[src/rtl/pit_pkg.sv]
// Shared definitions for the mini PIT config port: register map, config bit
// layout and the programmer's state encoding.
package pit_pkg;

  // Timer register select values on the byte-wide config port
  localparam logic [1:0] ADDR_CFG = 2'b00;
  localparam logic [1:0] ADDR_HI  = 2'b01;
  localparam logic [1:0] ADDR_LO  = 2'b10;

  // Bit positions inside the config register
  localparam int CFG_DIVIDER = 7;
  localparam int CFG_REPEAT  = 6;

  typedef enum logic [2:0] {
    ST_IDLE,
    ST_WR_CFG,
    ST_WR_HI,
    ST_WR_LO,
    ST_WAIT_SET,
    ST_ARMED,
    ST_ERROR
  } pit_state_e;

  // Assemble the config register byte; unused bits are written as zero
  function automatic logic [7:0] cfg_byte(input logic divider_on, input logic repeating);
    logic [7:0] b;
    b = '0;
    b[CFG_DIVIDER] = divider_on;
    b[CFG_REPEAT]  = repeating;
    return b;
  endfunction

endpackage

[src/rtl/pit_irq_counter.sv]
// Saturating interrupt counter. hit_o reports, combinationally, whether the
// value the counter takes at the next edge equals the target.
module pit_irq_counter #(
  parameter int IRQ_W = 8
) (
  input  logic             clk,
  input  logic             reset,
  input  logic             clr_i,
  input  logic             inc_i,
  input  logic [IRQ_W-1:0] target_i,
  output logic [IRQ_W-1:0] count_o,
  output logic             hit_o
);

  logic [IRQ_W-1:0] count_q;
  logic [IRQ_W-1:0] count_d;

  // Post-increment value, held at all-ones once saturated
  always_comb begin
    count_d = count_q;
    if (inc_i && (count_q != {IRQ_W{1'b1}})) begin
      count_d = count_q + 1'b1;
    end
    hit_o = (count_d == target_i);
  end

  // Count register; clear has priority over increment
  always_ff @(posedge clk) begin
    if (reset) begin
      count_q <= '0;
    end else if (clr_i) begin
      count_q <= '0;
    end else begin
      count_q <= count_d;
    end
  end

  assign count_o = count_q;

endmodule

[src/rtl/pit_programmer.sv]
// Bus master that programs the mini PIT (config, reload high, reload low),
// waits for the timer to report counter_set, then counts interrupts up to a
// target. Every output comes straight from a flop.
module pit_programmer
  import pit_pkg::*;
#(
  parameter int TIMEOUT_CYCLES = 16,
  parameter int IRQ_W          = 8
) (
  input  logic             clk,
  input  logic             reset,
  input  logic             start,
  input  logic             abort,
  input  logic             cfg_divider_on,
  input  logic             cfg_repeating,
  input  logic [15:0]      cfg_reload,
  input  logic [IRQ_W-1:0] irq_target,
  output logic             bus_we,
  output logic [1:0]       bus_addr,
  output logic [7:0]       bus_data,
  input  logic             pit_counter_set,
  input  logic             pit_irq,
  output logic             busy,
  output logic             done,
  output logic             error,
  output logic [IRQ_W-1:0] irq_count
);

  localparam int TMO_W = (TIMEOUT_CYCLES > 2) ? $clog2(TIMEOUT_CYCLES) : 1;
  localparam logic [TMO_W-1:0] TMO_LAST = TMO_W'(TIMEOUT_CYCLES - 1);

  pit_state_e       state_q, state_d;
  logic [TMO_W-1:0] tmo_q, tmo_d;
  logic [15:0]      reload_q, reload_d;
  logic [IRQ_W-1:0] target_q, target_d;
  logic             error_q, error_d;
  logic             bus_we_q, bus_we_d;
  logic [1:0]       bus_addr_q, bus_addr_d;
  logic [7:0]       bus_data_q, bus_data_d;
  logic             busy_q, busy_d;
  logic             done_q, done_d;
  logic             cnt_clr, cnt_inc, cnt_hit;

  pit_irq_counter #(
    .IRQ_W (IRQ_W)
  ) u_irq_counter (
    .clk      (clk),
    .reset    (reset),
    .clr_i    (cnt_clr),
    .inc_i    (cnt_inc),
    .target_i (target_q),
    .count_o  (irq_count),
    .hit_o    (cnt_hit)
  );

  // Next state plus the bus/status values that will be visible in that state
  always_comb begin
    state_d    = state_q;
    tmo_d      = tmo_q;
    reload_d   = reload_q;
    target_d   = target_q;
    error_d    = error_q;
    bus_we_d   = 1'b0;
    bus_addr_d = ADDR_CFG;
    bus_data_d = 8'h00;
    done_d     = 1'b0;
    cnt_clr    = 1'b0;
    cnt_inc    = 1'b0;

    if (abort) begin
      state_d = ST_IDLE;
    end else begin
      unique case (state_q)
        ST_IDLE, ST_ERROR: begin
          if (start) begin
            if (pit_counter_set) begin
              // Timer already locked: writes would be ignored
              error_d = 1'b1;
              state_d = ST_ERROR;
            end else begin
              reload_d   = cfg_reload;
              target_d   = irq_target;
              error_d    = 1'b0;
              cnt_clr    = 1'b1;
              state_d    = ST_WR_CFG;
              bus_we_d   = 1'b1;
              bus_addr_d = ADDR_CFG;
              bus_data_d = cfg_byte(cfg_divider_on, cfg_repeating);
            end
          end
        end
        ST_WR_CFG: begin
          state_d    = ST_WR_HI;
          bus_we_d   = 1'b1;
          bus_addr_d = ADDR_HI;
          bus_data_d = reload_q[15:8];
        end
        ST_WR_HI: begin
          state_d    = ST_WR_LO;
          bus_we_d   = 1'b1;
          bus_addr_d = ADDR_LO;
          bus_data_d = reload_q[7:0];
        end
        ST_WR_LO: begin
          state_d = ST_WAIT_SET;
          tmo_d   = '0;
        end
        ST_WAIT_SET: begin
          if (pit_counter_set) begin
            state_d = ST_ARMED;
          end else if (tmo_q == TMO_LAST) begin
            error_d = 1'b1;
            state_d = ST_ERROR;
          end else begin
            tmo_d = tmo_q + 1'b1;
          end
        end
        ST_ARMED: begin
          cnt_inc = pit_irq;
          // A zero target completes immediately, without any interrupt
          if ((target_q == '0) || cnt_hit) begin
            done_d  = 1'b1;
            state_d = ST_IDLE;
          end
        end
        default: begin
          state_d = ST_IDLE;
        end
      endcase
    end

    busy_d = (state_d != ST_IDLE) && (state_d != ST_ERROR);
  end

  // State and output registers
  always_ff @(posedge clk) begin
    if (reset) begin
      state_q    <= ST_IDLE;
      tmo_q      <= '0;
      reload_q   <= '0;
      target_q   <= '0;
      error_q    <= 1'b0;
      bus_we_q   <= 1'b0;
      bus_addr_q <= ADDR_CFG;
      bus_data_q <= 8'h00;
      busy_q     <= 1'b0;
      done_q     <= 1'b0;
    end else begin
      state_q    <= state_d;
      tmo_q      <= tmo_d;
      reload_q   <= reload_d;
      target_q   <= target_d;
      error_q    <= error_d;
      bus_we_q   <= bus_we_d;
      bus_addr_q <= bus_addr_d;
      bus_data_q <= bus_data_d;
      busy_q     <= busy_d;
      done_q     <= done_d;
    end
  end

  assign bus_we   = bus_we_q;
  assign bus_addr = bus_addr_q;
  assign bus_data = bus_data_q;
  assign busy     = busy_q;
  assign done     = done_q;
  assign error    = error_q;

endmodule

[config.mk]
export PLATFORM = sky130hd
export DESIGN_NAME = pit_programmer
export DESIGN_NICKNAME = d
export VERILOG_FILES = /design/src/rtl/pit_pkg.sv /design/src/rtl/pit_irq_counter.sv /design/src/rtl/pit_programmer.sv
export SDC_FILE = /design/constraint.sdc
export NUM_CORES = 1
export LEC_CHECK = 0
export ABC_AREA = 1
export BUFFER_PORTS_ARGS = -buffer_cell sky130_fd_sc_hd__buf_2
export CORE_MARGIN = 2
export CORE_UTILIZATION = 49
export CTS_CLUSTER_SIZE = 28
export DETAILED_ROUTE_END_ITERATION = 16
export PLACE_DENSITY = 0.83
export SETUP_SLACK_MARGIN = 0.5
export SLEW_MARGIN = 20
export SYNTH_ARGS = -nofsm -noshare
export SYNTH_HDL_FRONTEND = slang
export SYNTH_SLANG_ARGS = --single-unit
[constraint.sdc]
create_clock -name clk -period 2 [get_ports clk]
set_clock_uncertainty 0.1 [all_clocks]
set_input_delay 0.1 -clock clk [delete_from_list [all_inputs] [get_ports clk]]
set_output_delay 0.1 -clock clk [all_outputs]
set_load 0.05 [all_outputs]
# After elaboration in Yosys (flattened, before gate mapping)
# Cells that the tools add are included.
[op_classes]
add_sub_neg = 2
eq_ne = 14
mux = 28
bitwise = 3
reduce_logical = 16
[op_table]
columns = ["operator", "n"]
rows = [
  ["two-way mux 8 bit", 3],
  ["case mux 8 bit (3 select lines)", 1],
  ["two-way mux 3 bit", 6],
  ["case mux 3 bit (6 select lines)", 1],
  ["two-way mux 1 bit", 11],
  ["== test 3 bit, second input constant", 3],
  ["adder 8 x 1 -> 8 bit, second input constant", 1],
  ["== test 8 bit", 1],
  ["logical NOT 8 bit", 1],
  ["two-way mux 4 bit", 2],
  ["!= test 2 bit, second input constant", 4],
  ["!= test 8 bit, second input constant", 1],
  ["case mux 4 bit (2 select lines)", 1],
  ["AND reduction 4 bit", 2],
  ["OR reduction 2 bit", 4],
  ["== test 3 x 2 -> 1 bit, second input constant", 2],
  ["AND reduction 5 bit", 1],
  ["adder 4 x 1 -> 4 bit, second input constant", 1],
  ["== test 4 bit, second input constant", 1],
  ["case mux 1 bit (2 select lines)", 2],
  ["case mux 2 bit (2 select lines)", 1],
  ["nonzero test 2 bit", 2],
  ["== test 3 x 1 -> 1 bit, second input constant", 1],
  ["logical NOT 3 bit", 1],
  ["6 further kinds", 9],
]
[totals]
register_bits = 53
in_bits = 32
output_inout_bits = 22
wordCells = 74

# Logic depth before layout (Yosys ltp)
# Gate-level depths: netlist (run 1).
[depth]
depth_word = 12
ltp_mapped = 17
ltp_nobuf = 17

# Modules after synthesis
# Synthesis (run 1) repeated with hierarchy kept, for this count alone.
[hier_totals]
hier_cells = 379
area_unflattened_um2 = 2576.2
[modules_own_cells]
columns = ["module", "instances", "cells_each", "area_each_um2", "seq_area_each_um2"]
rows = [
  ["pit_programmer", 1, 267, 1911.8, 900.9],
  ["pit_irq_counter", 1, 112, 664.4, 160.2],
]

# Least setup slack after synthesis (run 1)
# OpenSTA, ideal clock, no wires.
[synth_path]
path_kind = "register to register"
from = "reg u_irq_counter.count_q[1] (netlist: u_irq_counter.count_o[1])"
to = "reg busy_q (netlist: busy)"
setup_time_ps = 120
arrival_ps = 2142
required_ps = 1780
slack_ps = -362
stages_incl_launch_ff = 17
path_cell_list = "dfxtp_1 > ha_1 > nand2_2 > nor2_2 > nand2_4 > nand2_8 > nand2_1 > nand3_1 > nand2_1 > inv_1 > nand2_1 > nor2_1 > nand2_1 > nand3_2 > nand2_1 > nand2_1 > nand3_1"
[synth_between]
elab_chain_cells = 10
elab_cells_between_ends = 12
cone_classes = "add/sub (1); eq/ne (3); mux (4); reduce/logical (4)"
[synth_rtl]
columns = ["item", "line", "text"]
rows = [
  ["start: declaration", "pit_irq_counter.sv:15", "logic [IRQ_W-1:0] count_q;"],
  ["start signal: assignment", "pit_irq_counter.sv:34", "count_q <= count_d;"],
  ["parallel branches: the longest is 2 deep, another holds adder 8 x 1 -> 8 bit", "--", ""],
  ["two-way mux 8 bit *", "pit_irq_counter.sv:21", "if (inc_i && (count_q != {IRQ_W{1'b1}})) begin"],
  ["== test 8 bit *", "pit_irq_counter.sv:24", "hit_o = (count_d == target_i);"],
  ["logical OR 1 bit *", "pit_programmer.sv:121", "if ((target_q == '0) || cnt_hit) begin"],
  ["two-way mux 3 bit *", "pit_programmer.sv:121", ""],
  ["case mux 3 bit (6 select lines) *", "pit_programmer.sv:73", "unique case (state_q)"],
  ["two-way mux 3 bit *", "pit_programmer.sv:70", "if (abort) begin"],
  ["!= test 3 bit / nonzero test 3 bit (equally long branches)", "pit_programmer.sv:132", "busy_d = (state_d != ST_IDLE) && (state_d != ST_ERROR);"],
  ["logical AND 1 bit *", "pit_programmer.sv:132", ""],
  ["end signal: assignment", "pit_programmer.sv:157", "busy_q <= busy_d;"],
  ["end: declaration", "pit_programmer.sv:40", "logic busy_q, busy_d;"],
]
# Every way passes the cells marked *.
# A chain may end at the register's enable or synchronous reset.

# Final worst setup path (run 1)
[layout_path]
from = "reg state_q[1]"
to = "reg busy_q (netlist: busy)"
[layout_between]
elab_chain_cells = 12
elab_cells_between_ends = 23
cone_classes = "eq/ne (8); mux (9); reduce/logical (6)"
[layout_rtl]
columns = ["item", "line", "text"]
rows = [
  ["start: declaration", "pit_programmer.sv:32", "pit_state_e state_q, state_d;"],
  ["start signal: assignment", "pit_programmer.sv:149", "state_q <= state_d;"],
  ["== test 3 bit", "pit_programmer.sv:73", ""],
  ["two-way mux 1 bit", "pit_programmer.sv:73", ""],
  ["two-way mux 1 bit", "pit_programmer.sv:70", ""],
  ["logical AND 1 bit", "pit_irq_counter.sv:21", ""],
  ["two-way mux 8 bit", "pit_irq_counter.sv:21", ""],
  ["== test 8 bit", "pit_irq_counter.sv:24", ""],
  ["logical OR 1 bit", "pit_programmer.sv:121", ""],
  ["two-way mux 3 bit", "pit_programmer.sv:121", ""],
  ["case mux 3 bit (6 select lines) *", "pit_programmer.sv:73", ""],
  ["two-way mux 3 bit *", "pit_programmer.sv:70", ""],
  ["!= test 3 bit / nonzero test 3 bit (equally long branches)", "pit_programmer.sv:132", ""],
  ["logical AND 1 bit *", "pit_programmer.sv:132", ""],
]
# Mark *: on every way between the ends. The rest lies on a longest branch, timed or not.

==> results of run 1 <==
routing by layer:
| layer | share of wire (%) | vias to the layer above |
|---|---|---|
| li1 | - | 1379 |
| met4 | 8.4 | 0 |
| met3 | 11 | 106 |
| met2 | 45 | 329 |
| met1 | 36 | 1533 |
| met5 | 0 | - |
registers in the layout, indices dropped and copies added (netlist names):
signal	flops
tmo_q	4
reload_q	16
u_irq_counter.count_o	8
bus_data	8
done	1
state_q	3
target_q	8
bus_we	1
bus_addr	2
error	1
busy	1
placed cells by master (no fill, tap or decap), types with 17 or more instances in the layout:
cell type      count
inv_1             51
nand2_2           21
o21ai_2           17
nor2_1            23
dfxtp_1           42
a21oi_2           23
dlygate4sd3_1     26
nand2_1           36
buf_4             21
buf_2             53
critical path, stage by stage (launching register included):
cell and delay, ns:
dfxtp_4 0.38, inv_6 0.09, nand3_4 0.14, nor2_8 0.25, nand2_8 0.11, inv_6 0.08, nand2_2 0.06, nand2_2 0.09
nand2_1 0.06, nand2_1 0.07, nand2_1 0.07, nor2_2 0.14, nand2_2 0.12, nand3_4 0.13, nand2_2 0.09, nand2_2 0.09
nand3_2 0.09
where the power goes:
part | total [mW] | leakage, nW | switching (mW) | internal (mW)
logic | 0.653 | 1.36 | 0.388 | 0.265
registers | 1.13 | 0.437 | 0.0328 | 1.09
clock network | 0.664 | 0.0450 | 0.415 | 0.250
total | 2.44 | 1.84 | 0.836 | 1.61
final cells by class:
cell class / instances / area, µm² / share of cell area, %
Clock buffer: 5 / 68.8 / 1.58
Clock inverter: 3 / 20.0 / 0.461
Inverter: 60 / 255 / 5.87
Multi-Input combinational cell: 231 / 1770 / 40.7
Sequential cell: 53 / 1080 / 25.0
Tap cell: 70 / 87.6 / 2.01
Timing Repair Buffer: 118 / 1060 / 24.4
cell families after synthesis:
| kind of cell | Yosys count |
|---|---|
| buffers and inverters | 69 |
| and+or+nand+nor | 146 |
| DFF | 53 |
| AOI/OAI and AO/OA | 77 |
| xor gates and xnor gates | 2 |
| adders and majority gates | 2 |
timing repair:
action	in CTS	in global routing
resized for setup	42	81
pin swaps	25	20
endpoints found under the hold margin	26	0
buffers inserted	17	9
hold buffers	26	0
cloned	10	1
endpoints found under the setup margin	44	52
through the flow:
stage,instance area (µm²),std cells,util [%],hold slack (ns)
3_5_place_dp,3040,469,60.2,0.255
2_1_floorplan,2710,349,-,0.145
6_report,4350,540,86.2,0.0633
5_1_grt,4350,540,86.2,0.0559
4_1_cts,3920,530,77.8,0.0185
3_3_place_gp,3040,469,60.2,0.238
worst max-delay path by stage:
stage,cells past startpoint,start,to
after floorplan,16,u_irq_counter.count_o[1],busy
after global placement,16,u_irq_counter.count_o[1],busy
after detailed placement,16,u_irq_counter.count_o[1],busy
after CTS,16,u_irq_counter.count_o[1],busy
after global routing,16,state_q[1],busy
final,16,state_q[1],busy
==> summary.md, run 1 <==
The synthesized design contains 53 register bits. The number of instances in the synthesized netlist was 349; the width of the chip was 75.6 µm. The tools report the net count after synthesis as 383. The average footprint of a synthesized cell works out to 7.20 µm². Combinational family with the most area after synthesis: simple AND/OR/NAND/NOR gates.

XOR/XNOR share of the synthesized area: 0.697%. Measured against its own limit, the worst slew margin works out to 52.7%. For the weighted congestion reported at the end of routability-driven placement, the log shows 0.927. Setup repair after global routing could not meet its margin everywhere. Cell taking the most area after synthesis: dfxtp_1.

Final routed wire length divided by cell count: 23.1 µm. For the total of max-cap violations, the log shows 0. Antenna diode count: 0. The worst hold path begins at reset. TritonCTS built the clock tree. The fraction of synthesized area in multiplexers is 0%, and the number of distinct library cell variants in the gate-level netlist after synthesis is 36.

The worst hold path passes through 4 cells. The run gives 26 as the number of placement rows. Of the synthesized area, sequential elements account for 42.2%. The peak-usage layer in the global routing report was met2. After layout, the design draws a total of 2.44 mW. For the overall track demand over capacity in global routing, the log shows 34.0%.

The maximum clock rate is 444 MHz, and the final number of hold-violating endpoints is 0. For this run, the number of Yosys warnings is 0. At the worst endpoint, the arrival time is 2.37 ns. The count of flip-flops with a built-in enable after synthesis came out at 0. The type of element launching the critical path was a register. The logs give 40.5% for the met1 demand-to-capacity share in global routing and -0.254 ns for the setup slack after layout. The leakage power figure was 1.84 nW; the number of iterations in the first detailed-routing pass was 7. IR analysis of the VDD net gives a maximum drop of 0.531 mV. The endpoint type of the worst setup path was a register. Cells with a size suffix above 1 make up 51.7% of the layout.

After Yosys synthesis, full adders, half adders and majority gates account for 0.996% of the synthesized area. The count of input and output buffers works out to 53. The endpoint identified for the worst register-to-register timing path is busy. In the post-synthesis netlist, the biggest area contributors are dfxtp_1, nand2_1, inv_1, a21oi_1, o21ai_0.

The core area came out at 5040 µm². The area growth from synthesis to final layout was 73.0%; the share of async-settable or async-resettable flops after synthesis was 0%. The number of global-route vias before repair is 2867, and the reg2reg setup slack is -0.25 ns. At the pin with the least slew margin, the transition time is 0.710 ns. The path with the worst hold slack has its endpoint at state_q[2]. The post-synthesis share of cell area spent on and, or, nand and nor gates was 28.7%; the number of nets in the layout was 503.

In this run the count of I/O pins placed on the die edge is 54. The detailed router placed 3347 vias in this run. In the synthesized netlist the dominant register cell turns out to be dfxtp_1. The final reports fail on setup timing. The tree built by TritonCTS fans out to 53 sinks.

For this run, global-route usage on met3 was measured as 7.41%. The HPWL after detailed placement is 4330 µm. Counting instances in the post-synthesis netlist gives the leading cell types as nand2_1, inv_1, dfxtp_1.

For this design the ratio of total power to cell area is 562 nW/µm². Root buffer selected by CTS: clkbuf_8. The height of the die is 75.6 µm, and the clock period minus final worst setup slack is 2.25 ns.

The count of nets left with antenna violations once routing finished came out at 0. Clock latency on the worst-skew pair, taken at its later pin, is 0.33 ns. The number of pins with negative max-slew slack in the final report was 0; the final clock period utilization by the worst path was 113%. The effective utilization at floorplan came out at 49.8%. The tools report the met2 track demand over resource in global routing as 56.6%. For this run, design rule violations remaining after detail routing come to 0.

Clock-pin slew was measured on the worst setup and hold paths at 0.12 ns. The tools report the number of setup violations in the final report as 5. The first global-routing pass estimated 14300 µm of wire.

The total CTS buffers came out at 5. The maximum number of pins on one net before global-route repair came out at 28. The flow ran to the end, but the final reports show violations. The run gives 2 as the maximum clock insertion buffer count. The via density per instance works out to 6.20. The mapped netlist covers 2510 µm². Number of DRC markers after the initial detailed-route iteration: 450.

The depth of the CTS H-tree is 2, and the worst reg-to-reg path cell count is 16. The cell with the most instances after synthesis was nand2_1. Data on the critical path is required at its endpoint by 2.12 ns.

The maximum fanout count along the critical path is 6. Summed over all failing endpoints, the final setup total negative slack is -0.780 ns. The total wirelength of the detailed-routed design came out at 12500 µm. Global routing finished with a remaining overflow of 0.

The run gives -0.0141 ns as the pre-CTS setup slack. The top cell type by area accounts for 42.2% of the synthesized area. The die covers 5720 µm². Launch point of the worst reg-to-reg path: state_q[1]. The tools report the number of fillers in the final layout as 211. Compound-gate portion of the synthesized area: 16.5%.

The path class of the tightest hold or removal check is in -> reg. The number of antenna violations at the first check in global routing came out at 0. The setup path with the least slack is of type reg -> reg.
Note: power is estimated with default switching activity, not from simulation.
==> inputs of run 2 (changes only) <==
--- a/config.mk
+++ b/config.mk
@@ -13,6 +13,7 @@
 export DETAILED_ROUTE_END_ITERATION = 16
 export PLACE_DENSITY = 0.83
 export SETUP_SLACK_MARGIN = 0.5
+export SKIP_LAST_GASP = 1
 export SLEW_MARGIN = 20
 export SYNTH_ARGS = -nofsm -noshare
 export SYNTH_HDL_FRONTEND = slang
==> summary.md, run 2 (synthesis results as in run 1) <==
The fraction of final layout cells with drive strength greater than 1 is 51.5% (-0.21 points). The setup slack after layout was -0.251 ns (+0.00304 ns). The final reports fail on setup timing. The run gives 0 (unchanged) as the total of max-cap violations. Setup repair after global routing could not meet its margin everywhere.

Leading cell type in the layout, fill and taps excluded: buf_2. The maximum clock insertion buffer count was 2 (unchanged). The tools report the HPWL after detailed placement as 4330 µm (unchanged). For the antenna diode count, the log shows 0 (unchanged). Pre-CTS setup slack: -0.0141 ns (unchanged). The run gives 19 (+14) as the number of setup violations in the final report. The tools report the number of top-level pins as 54 (unchanged). STA classifies the critical path startpoint as a register. The logs give 0 (unchanged) for the post-route antenna net violation count and 34.0% (unchanged) for the overall track demand over capacity in global routing. The relative slew slack was 55.4% (+2.7 points).

reload_q holds more flip-flops than any other register. The number of flip-flops in the largest register is 16 (unchanged), and the clock latency reported for the late side of the worst-skew pair is 0.33 ns (about the same). The maximum number of pins on one net before global-route repair was 28 (unchanged); the number of sinks driven by the clock tree was 53 (unchanged).

The pin slew with the least headroom to its limit works out to 0.670 ns (-0.0399 ns). The number of placement rows is 26 (unchanged). Core area: 5040 µm² (unchanged). The clock period minus final worst setup slack was 2.25 ns (-0.00304 ns). The height of the die works out to 75.6 µm (unchanged). The number of DRC markers after the initial detailed-route iteration is 392 (-13%). The flow ran to the end, but the final reports show violations.

The final routed wire length divided by cell count works out to 23.4 µm (+1.0%). The width of the chip was 75.6 µm (unchanged). The tools report the weighted congestion reported at the end of routability-driven placement as 0.927 (unchanged). The peak ir drop on the vdd network came out at 0.551 mV (+3.6%). The area of the die came out at 5720 µm² (unchanged).

The tools report the first-pass GRT wire length as 14300 µm (unchanged). Relative to the synthesized area, the layout overhead comes to 72.4%. For the number of nets in the layout, the log shows 503 (unchanged). The utilization after layout was 85.9% (-0.32 points). The tightest min-delay check is of the in -> reg type. The maximum fanout count along the critical path is 3 (-3).

Total wirelength of the detailed-routed design: 12600 µm (+1.0%). Effective utilization at floorplan: 49.8% (unchanged). The total via count in the routed design came out at 3363 (+0.48%). The class of the most critical setup path was reg -> reg. The logs give 2.39 ns (+0.02 ns) for the arrival time at the worst endpoint and 540 (unchanged) for the final non-filler cell total. The final clock period utilization by the worst path came out at 113% (-0.15 points).

The number of antenna violations at the first check in global routing was 0 (unchanged). The depth of the CTS H-tree is 2 (unchanged), and the number of iterations in the first detailed-routing pass is 6 (-1). The power per standard cell area works out to 565 nW/µm² (+0.52%). The post-route DRC violation count was 0 (unchanged). TritonCTS built the clock tree. The count of input and output buffers was 53 (unchanged). The leakage power figure was 1.84 nW (about the same); the number of placed instances, taps included was 469 (unchanged).

The final number of hold-violating endpoints was 0 (unchanged); the number of global-route vias before repair was 2867 (unchanged). The maximum clock rate was 444 MHz (+0.14%). The sum of overflow across all layers after global routing was 0 (unchanged). The data required time at the worst endpoint is 2.14 ns (+0.02 ns), and the clock-pin slew of the registers on the worst-case setup and hold paths is 0.12 ns (about the same).

The worst setup path is captured at a register. In the layout the commonest cells are buf_2, inv_1, dfxtp_1. The logs give 5 (unchanged) for the total CTS buffers and 0 (unchanged) for the number of pins with negative max-slew slack in the final report.

The via density per instance is 6.23 (+0.48%). Clock tree synthesis selected as its root buffer the cell clkbuf_8. Sum of internal, switching and leakage power: 2.45 mW (+0.15%).
==> run 2: where the power goes <==
| group | switching, mW | internal, mW |
|---|---|---|
| registers | 0.0332 | 1.09 |
| logic | 0.385 | 0.262 |
| clock network | 0.422 | 0.250 |
==> run 2: per-stage QoR <==
| stage | instance area [µm²] | hold slack (ns) | setup TNS [ns] |
|---|---|---|---|
| finish | 4330 | 0.0623 | -1.66 |
| CTS | 3920 | 0.0185 | 0 |
| detailed placement | 3040 | 0.255 | -0.0141 |
| floorplan | 2710 | 0.145 | 0 |
| global placement | 3040 | 0.238 | 0 |
| global route | 4330 | 0.0617 | -2.87 |
==> run 2: layer usage <==
| layer | share of wire (%) | global-route usage [%] |
|---|---|---|
| met1 | 34 | 40.5 |
| met2 | 46 | 56.6 |
| met3 | 11 | 7.41 |
| met4 | 9.4 | 19.3 |
| met5 | 0 | 0.926 |
==> run 2: area by class of cell <==
cell class	count	area, µm²
multi-input cells	231	1750
flip-flops and latches	53	1080
repair buffers	118	1060
fillers	213	712
inverters	60	255
well taps	70	87.6
clock buffers	5	68.8
clock inverters	3	20.0
==> run 2: repair_timing <==
action | CTS | global route
hold endpoints to repair | 26 | 0
setup buffers | 17 | 9
pin swaps | 25 | 20
setup endpoints to repair | 44 | 52
gates cloned | 10 | 1
hold buffers | 26 | 0
gates resized for setup | 42 | 78
==> run 2: worst max-delay path, stage by stage (launching register included) <==
cell	delay [ns]
dfxtp_4	0.38
ha_4	0.17
buf_4	0.13
xor2_1	0.13
nand3b_1	0.25
nand2_4	0.11
nand2_2	0.05
nand2_1	0.10
nand2_1	0.10
nor2_2	0.14
nand2_2	0.12
nand3_4	0.12
nand2_2	0.07
nand2_2	0.10
nand3_2	0.07
==> run 2: worst paths after layout <==
kind	start	end	slack (ns)	depth (start not counted)
worst max-delay path	u_irq_counter.count_o[0]	busy	-0.25	14
worst min-delay path	reset	state_q[2]	0.06	4
worst max register to register	u_irq_counter.count_o[0]	busy	-0.25	14
worst min register to register	reload_q[5]	reload_q[5]	0.37	2
